File: src/rtl/mem_arbiter.sv
// Arbitrates one single-ported, 1-cycle-latency memory between instruction fetch and data access.
// Data wins by default; a saturating streak counter forces a fetch grant after MAX_DATA_STREAK data wins.
module mem_arbiter #(
  parameter int WORD_LEN        = 32,
  parameter int MAX_DATA_STREAK = 2
) (
  input  logic                clk,
  input  logic                rst,
  input  logic                i_req,
  input  logic [WORD_LEN-1:0] i_addr,
  input  logic                i_kill,
  output logic                i_gnt,
  output logic                i_rvalid,
  output logic [WORD_LEN-1:0] i_rdata,
  input  logic                d_req,
  input  logic                d_we,
  input  logic [WORD_LEN-1:0] d_addr,
  input  logic [WORD_LEN-1:0] d_wdata,
  output logic                d_gnt,
  output logic                d_rvalid,
  output logic [WORD_LEN-1:0] d_rdata,
  output logic [WORD_LEN-1:0] m_addr,
  output logic                m_wen,
  output logic [WORD_LEN-1:0] m_wdata,
  input  logic [WORD_LEN-1:0] m_rdata
);
  localparam logic [3:0] MaxStreak = 4'(MAX_DATA_STREAK);

  logic [3:0] streak_q, streak_d;
  logic       pend_i_q, pend_i_d;
  logic       pend_d_q, pend_d_d;
  logic       force_i;

  always_comb begin
    force_i = i_req && (streak_q == MaxStreak);
    d_gnt   = !rst && d_req && !force_i;
    i_gnt   = !rst && i_req && (!d_req || force_i);
    m_addr  = d_gnt ? d_addr : i_addr;
    m_wen   = d_gnt && d_we;
    m_wdata = d_wdata;
  end

  // Kill is applied at the output, in the cycle the fetch response is due.
  always_comb begin
    pend_i_d = i_gnt;
    pend_d_d = d_gnt && !d_we;
    streak_d = streak_q;
    if (i_gnt || !i_req)
      streak_d = '0;
    else if (d_gnt && streak_q != MaxStreak)
      streak_d = streak_q + 4'd1;
  end

  always_ff @(posedge clk) begin
    if (rst) begin
      streak_q <= '0;
      pend_i_q <= 1'b0;
      pend_d_q <= 1'b0;
    end else begin
      streak_q <= streak_d;
      pend_i_q <= pend_i_d;
      pend_d_q <= pend_d_d;
    end
  end

  // A response landing while rst is high is dropped.
  assign i_rvalid = pend_i_q && !i_kill && !rst;
  assign d_rvalid = pend_d_q && !rst;
  assign i_rdata  = m_rdata;
  assign d_rdata  = m_rdata;
endmodule

File: config.mk
export PLATFORM = sky130hd
export DESIGN_NAME = mem_arbiter
export DESIGN_NICKNAME = d
export VERILOG_FILES = /design/src/rtl/mem_arbiter.sv
export SDC_FILE = /design/constraint.sdc
export NUM_CORES = 1
export LEC_CHECK = 0
export ABC_CLOCK_PERIOD_IN_PS = 4900
export CORE_AREA = 2 2 104 106
export DETAILED_ROUTE_END_ITERATION = 6
export DIE_AREA = 0 0 106 108
export SYNTH_ARGS = -nofsm -noshare
export SYNTH_HDL_FRONTEND = slang
export SYNTH_SLANG_ARGS = --single-unit
File: constraint.sdc
create_clock -name clk -period 4.9 [get_ports clk]
set_input_delay 0.98 -clock clk [delete_from_list [all_inputs] [get_ports clk]]
set_output_delay 0.98 -clock clk [all_outputs]
set_load 0.005 [all_outputs]
After elaboration in Yosys (flattened, before gate mapping)
Index checks and enable logic that the tools add are counted.
{"block": "totals", "reg_bits": 6, "input_bits": 134, "output_inout_bits": 133, "wordCells": 27}
{"block": "classes", "add_sub_neg": 1, "eq_ne": 2, "n_mux": 1, "reduce_logical": 20}
{"op": "$mux W32", "count": 1}
{"op": "$logic_and A1 B1 Y1", "count": 11}
{"op": "$logic_not A1 Y1", "count": 6}
{"op": "$add A4 B1 Y4 const B", "count": 1}
{"op": "$eq A4 B2 Y1 const B", "count": 1}
{"op": "$ne A4 B2 Y1 const B", "count": 1}
{"op": "$logic_or A1 B1 Y1", "count": 2}
{"op": "$reduce_or A2 Y1", "count": 1}

Depth between registers and ports, before layout
Gate-level depths: netlist (run 1).
{"block": "depth", "ltp_word": 6, "ltp_mapped": 5, "ltp_nobuf": 5}

Worst setup path after synthesis (run 1)
No wires, ideal clock.
{"block": "synth_timing", "path_kind": "input -> output", "startpoint": "input port d_req", "endpoint": "output port m_addr[2]", "arrival_ns": 2.026, "required_ns": 3.920, "slack_ns": 1.894, "stages": 4, "path_buffers": 1, "path_cell_list": "inv_1 > a311oi_4 > buf_6 > mux2_2"}
{"block": "synth_via", "elab_chain_len": 3}
{"item": "from (decl)", "line_no": "15", "rtl": "input logic d_req,"}
{"item": "$logic_and A1 B1 Y1 (2 in a row)", "line_no": "36", "rtl": "d_gnt = !rst && d_req && !force_i;"}
{"item": "$mux W32", "line_no": "38", "rtl": "m_addr = d_gnt ? d_addr : i_addr;"}
{"item": "to (decl)", "line_no": "22", "rtl": "output logic [WORD_LEN-1:0] m_addr,"}
Every way passes these cells.

Worst setup path in the final report (run 1)
{"block": "layout_timing", "startpoint": "input port d_req", "endpoint": "output port m_addr[19]"}
The elaborated chain is that of the path after synthesis.

==> impl_metrics.toml, run 1 <==
[outcome]
outcome = "finished clean"

[yosys]
syn_area_per_cell_um2 = 8.79
yosysSeqAreaShare = 0.0859
syn_nets = 295
synth-seq-cells = 6
syn-cell-area_mm2 = 0.00140
synth_cells = 159
ys_types = 19
ys_warn_count = 0

[route]
wl_met1_um = 1120
wl_met2_um = 1700
routed.top_layer = "met4"
wl_per_cell_um = 11.8
viasPerCell = 3.23
antenna_left = 0
routed_wl_um = 3600
drc = 0
drt_first_iter_violations = 11
wl_met3_um = 607
dr.pass1.iters = 4
vias = 988

[critical_path]
max_stage_delay_ns = 0.50
required_ns = 3.92
crit_chain = "clkdlybuf4s50_1 -> inv_1 -> a311oi_4 -> buf_4 -> mux2_2 -> clkdlybuf4s50_1"
endpoint = "m_addr[19]"
r2r_slack_ns = 3.33
slowest_stage = "clkdlybuf4s50_1"
cp.arrival_ns = 3.11
crit_path_end_kind = "output port"
cp-start-kind = "input port"
startpoint = "d_req"
crit-reg2reg-launch = "streak_q[0]"
r2r-end = "pend_d_q"
r2r_cells = 5
cp_common_cell = "clkdlybuf4s50_1"
path_class = "in -> out"
cp_max_fo = 35

[clocking]
cts_buffers = 3
postCtsHoldBufs = 0
path_clk_slew_ns = 0.04
cts.sinks = 6
post-cts-setup-buffers = 0
post_cts_resized = 0
cts_tree = "yes"
clock_latency_ns = 0.22
clockBufferDepth = 2
cts_root_buf = "clkbuf_8"
htreeDepth = 1

[floorplanning]
core_mm2 = 0.0102
start_util = 0.137
die-area_mm2 = 0.0114
die_w_um = 106
dieHeight_um = 108
ios = 267
rows = 37

[timing]
worst_slack_ns = 0.810
finalCritPeriodShare = 0.835
tns_ns = 0
slew_viol_final = 0
max_freq_mhz = 244
rsz0062_at_grt = "no"
fin_crit_ns = 4.09
worst_pin_slew_ns = 0.441
hold_viol = 0
finClkSkew_ns = 0.000537
worst_slew_margin_rel = 0.706
finalSetupViolations = 0

[finish]
drive_above_1_share = 0.212
fin_nets = 308
diodes = 0
multiInputGateArea_um2 = 515
area_growth_pct = 37.6
seq_area_um2 = 120
final_core_util = 0.188
fillCellCount = 1125

[place]
io_buffers = 106
finalWeightedCongestion = 0.643
hpwl_um = 3060
dp_slack_ns = 0.745

[grt]
overflow = 0
antenna_found_initial = 0
grt_max_degree = 36
grt_pass1_vias = 1058
grt_usage = 0.0603
grt_pass1_wl_um = 5200

[pwr]
vdd_drop_max_uv = 91.4
fin_total_pwr_uw = 263
p_per_area_mw_per_mm2 = 137
p_leak_nw = 0.666

[run]
cap_viol_max_count = 0

[min_path]
hp-class = "reg -> reg"
state kept, by name, indices dropped and copies added, names as in the netlist:
name,count
streak_q,4
pend_d_q,1
pend_i_q,1
cell usage after synthesis:
| master | n | area share |
|---|---|---|
| buf_4 | 96 | 0.52 |
| mux2_2 | 28 | 0.23 |
| dfxtp_1 | 6 | 0.086 |
| mux2_1 | 4 | 0.032 |
| nor2_1 | 4 | 0.011 |
| buf_6 | 3 | 0.024 |
| a21oi_1 | 2 | 0.0072 |
| ha_1 | 2 | 0.018 |
| inv_1 | 2 | 0.0054 |
| nor2b_1 | 2 | 0.0090 |
| or3b_2 | 2 | 0.013 |
| a311oi_4 | 1 | 0.019 |
| and2_1 | 1 | 0.0045 |
| nand2b_1 | 1 | 0.0045 |
| nand3_1 | 1 | 0.0036 |
| nor2_2 | 1 | 0.0045 |
| nor3b_1 | 1 | 0.0054 |
| xnor2_1 | 1 | 0.0063 |
| xor2_1 | 1 | 0.0063 |
power by group:
group          leakage (nW)  total [mW]  internal [mW]  switching [mW]
Clock                0.0216      0.0759         0.0529          0.0230
Sequential           0.0488      0.0507         0.0502        0.000490
Combinational         0.596       0.137          0.104          0.0330
metal layers:
metal / vias up / global-route usage
met5: - / 0
met3: 26 / 0.0374
li1: 441 / -
met2: 95 / 0.100
met4: 0 / 0.0470
met1: 426 / 0.0525
layout make-up:
cell class / instances / area share
multi-input cells: 52 / 0.268
clock buffers: 3 / 0.0215
flip-flops and latches: 6 / 0.0625
well taps: 136 / 0.0885
repair buffers: 107 / 0.556
inverters: 2 / 0.00390
per-stage QoR:
stage               instances  hold slack, ns  cell area, um^2
global route              306           0.504             1920
CTS                       306           0.468             1920
detailed placement        303           0.458             1880
finish                    306           0.467             1920
floorplan                 159           0.430             1400
global placement          303           0.442             1880
logic make-up after synthesis:
kind of cell    synth area share
compound gates            0.0260
xor+xnor                  0.0125
fa+ha+maj                 0.0179
buf+inv                    0.545
flops                     0.0859
mux                        0.258
simple gates              0.0546
critical path: cells and delay by family:
kind,cells,cell delay [ns]
buf+inv,4,1.49
mux,1,0.38
compound gates,1,0.25
placed cells by master, fill, tap and decap left out, types with 2 or more instances in the layout:
master / instances
clkdlybuf4s50_1: 106
mux2_2: 28
dfxtp_1: 6
mux2_1: 4
nor2_1: 4
clkbuf_8: 3
inv_1: 2
or3b_2: 2
a21oi_1: 2
nor2b_1: 2
ha_1: 2
how the worst min path moves through the flow:
stage                     start     endpoint  slack (ns)  cells past startpoint
global route        streak_q[0]  streak_q[0]        0.50                      1
detailed placement  streak_q[0]  streak_q[0]        0.46                      1
CTS                 streak_q[0]  streak_q[0]        0.47                      1
finish              streak_q[0]  streak_q[0]        0.47                      1
global placement    streak_q[0]  streak_q[0]        0.44                      1
floorplan           streak_q[0]  streak_q[0]        0.43                      1
No activity file was read; power rests on OpenSTA's default activity.
==> run 2: changes to the inputs <==
- ABC_CLOCK_PERIOD_IN_PS: 4900 -> 3450
- CORE_AREA: 2 2 104 106 -> 2 2 103 105
- DIE_AREA: 0 0 106 108 -> 0 0 105 107
- clock period: 4.9 -> 3.45 ns (I/O delays scaled with it)
==> impl_metrics.toml, run 2 (synthesized netlist as in run 1, its figures left out) <==
[floorplanning]
die-area_mm2 = 0.0112
rows = 37
die_w_um = 105
dieHeight_um = 107
core_mm2 = 0.0101
ios = 267
start_util = 0.138

[finish]
drive_above_1_share = 0.212
final_cell_mix = "clkdlybuf4s50_1 (106), mux2_2 (28), dfxtp_1 (6)"
regMostFlops = "streak_q"
final_cells = 306
reg.largest.list = "streak_q: 4 flops, pend_d_q: 1 flops, pend_i_q: 1 flops"
largest_reg_flops = 4
fin_nets = 308
fillCellCount = 1171
area_growth_pct = 38.5
diodes = 0
layout_commonest_cell = "clkdlybuf4s50_1"

[critical_path]
crit_chain = "clkdlybuf4s50_1 -> inv_1 -> a311oi_4 -> buf_12 -> mux2_2 -> clkdlybuf4s50_1"
required_ns = 2.76
crit_family = "buffers and inverters"
cp_num_buf_inv = 4
r2r-end = "streak_q[2]"
cp_common_cell = "clkdlybuf4s50_1"
path_class = "in -> out"
cp-start-kind = "input port"
crit_path_end_kind = "output port"
crit-reg2reg-launch = "streak_q[0]"
max_stage_delay_ns = 0.50
cp.arrival_ns = 2.69
slowest_stage = "clkdlybuf4s50_1"
r2r_slack_ns = 1.89
cp_max_fo = 35
r2r_cells = 5

[route]
drt_first_iter_violations = 27
vias = 987
viasPerCell = 3.23
dr.pass1.iters = 4
antenna_left = 0
wl_per_cell_um = 12.0
drc = 0
routed_wl_um = 3680

[min_path]
min_to = "streak_q[0]"
hold_start = "streak_q[0]"
holdPathStages = 1
hp-class = "reg -> reg"

[outcome]
outcome = "finished clean"

[pwr]
swShare = 0.210
clkPwrFrac = 0.273
seqPwrFrac = 0.193
power_switching_uw = 78.3
vdd_drop_max_uv = 72.6
p_comb_frac = 0.534
p_per_area_mw_per_mm2 = 193
p_leak_nw = 0.670
p_int_uw = 295

[grt]
grt_pass1_wl_um = 5490
antenna_found_initial = 0
grt_pass1_vias = 1088
grt_usage = 0.0636
grt_max_degree = 36
overflow = 0

[timing]
worst_slew_margin_rel = 0.826
fin_crit_ns = 3.38
slew_viol_final = 0
max_freq_mhz = 295
finalCritPeriodShare = 0.981
hold_viol = 0
worst_pin_slew_ns = 0.261
finalSetupViolations = 0
finClkSkew_ns = 0.000140
tns_ns = 0
rsz0062_at_grt = "no"

[place]
placed_cells = 303
hpwl_um = 3100
finalWeightedCongestion = 0.638
io_buffers = 106

[clocking]
postCtsHoldBufs = 0
cts_buffers = 3
post-cts-setup-buffers = 0
post_cts_resized = 0
clockBufferDepth = 2
clock_latency_ns = 0.22
path_clk_slew_ns = 0.03
cts_root_buf = "clkbuf_8"
cts_tree = "yes"
cts.sinks = 6
htreeDepth = 1

[run]
cap_viol_max_count = 0
-- run 2: changes by cell type in the layout (fill, tap and decap cells not counted) --
| cell | change |
|---|---|
| buf_4 | -1 |
| buf_12 | +1 |
-- run 2: through the flow --
step	setup slack, ns	hold slack [ns]	power (mW)	util	area, um^2
after global routing	0.00853	0.515	0.396	0.192	1940
after detailed placement	0.0661	0.458	0.274	0.188	1890
after global placement	0.0720	0.444	0.273	0.188	1890
after CTS	0.0523	0.467	0.380	0.192	1940
after floorplan	1.02	0.430	0.216	-	1400
final	0.0659	0.466	0.374	0.192	1940
-- run 2: power by group through the flow --
| stage | clock network (mW) | logic, mW | registers (mW) |
|---|---|---|---|
| after global placement | 0 | 0.200 | 0.0731 |
| after CTS | 0.106 | 0.203 | 0.0720 |
| after detailed placement | 0 | 0.201 | 0.0731 |
| final | 0.102 | 0.200 | 0.0721 |
| after global routing | 0.111 | 0.213 | 0.0722 |
| after floorplan | 0 | 0.143 | 0.0730 |
-- run 2: cell type report --
cell class	count	area, um^2	area share
timing repair buffer	107	1080	0.559
multi-input combinational	52	515	0.266
clock buffer	3	41.3	0.0213
tap	136	170	0.0879
inverter	2	7.51	0.00388
sequential	6	120	0.0621
-- run 2: worst max path at each step --
stage	start	end	slack (ns)	cells after the start
global route	d_req	m_addr[29]	0.009	6
detailed placement	d_req	m_addr[3]	0.07	6
CTS	d_req	m_addr[3]	0.05	6
floorplan	d_req	m_addr[2]	1.02	4
finish	d_req	m_addr[3]	0.07	6
global placement	d_req	m_addr[31]	0.07	6
-- run 2: per-layer routing --
metal | vias up | GRT usage | wire length (um)
met2 | 103 | 0.0969 | 1590
met4 | 0 | 0.0400 | 116
met3 | 23 | 0.0322 | 536
met1 | 418 | 0.0702 | 1430
li1 | 443 | - | -
met5 | - | 0 | 0
-- run 2: worst reg2reg max path, stage by stage, from the launching register on --
cell     delay, ns
dfxtp_1       0.36
inv_1         0.06
ha_1          0.24
or3b_2        0.23
or3b_2        0.49
nor2_1        0.12
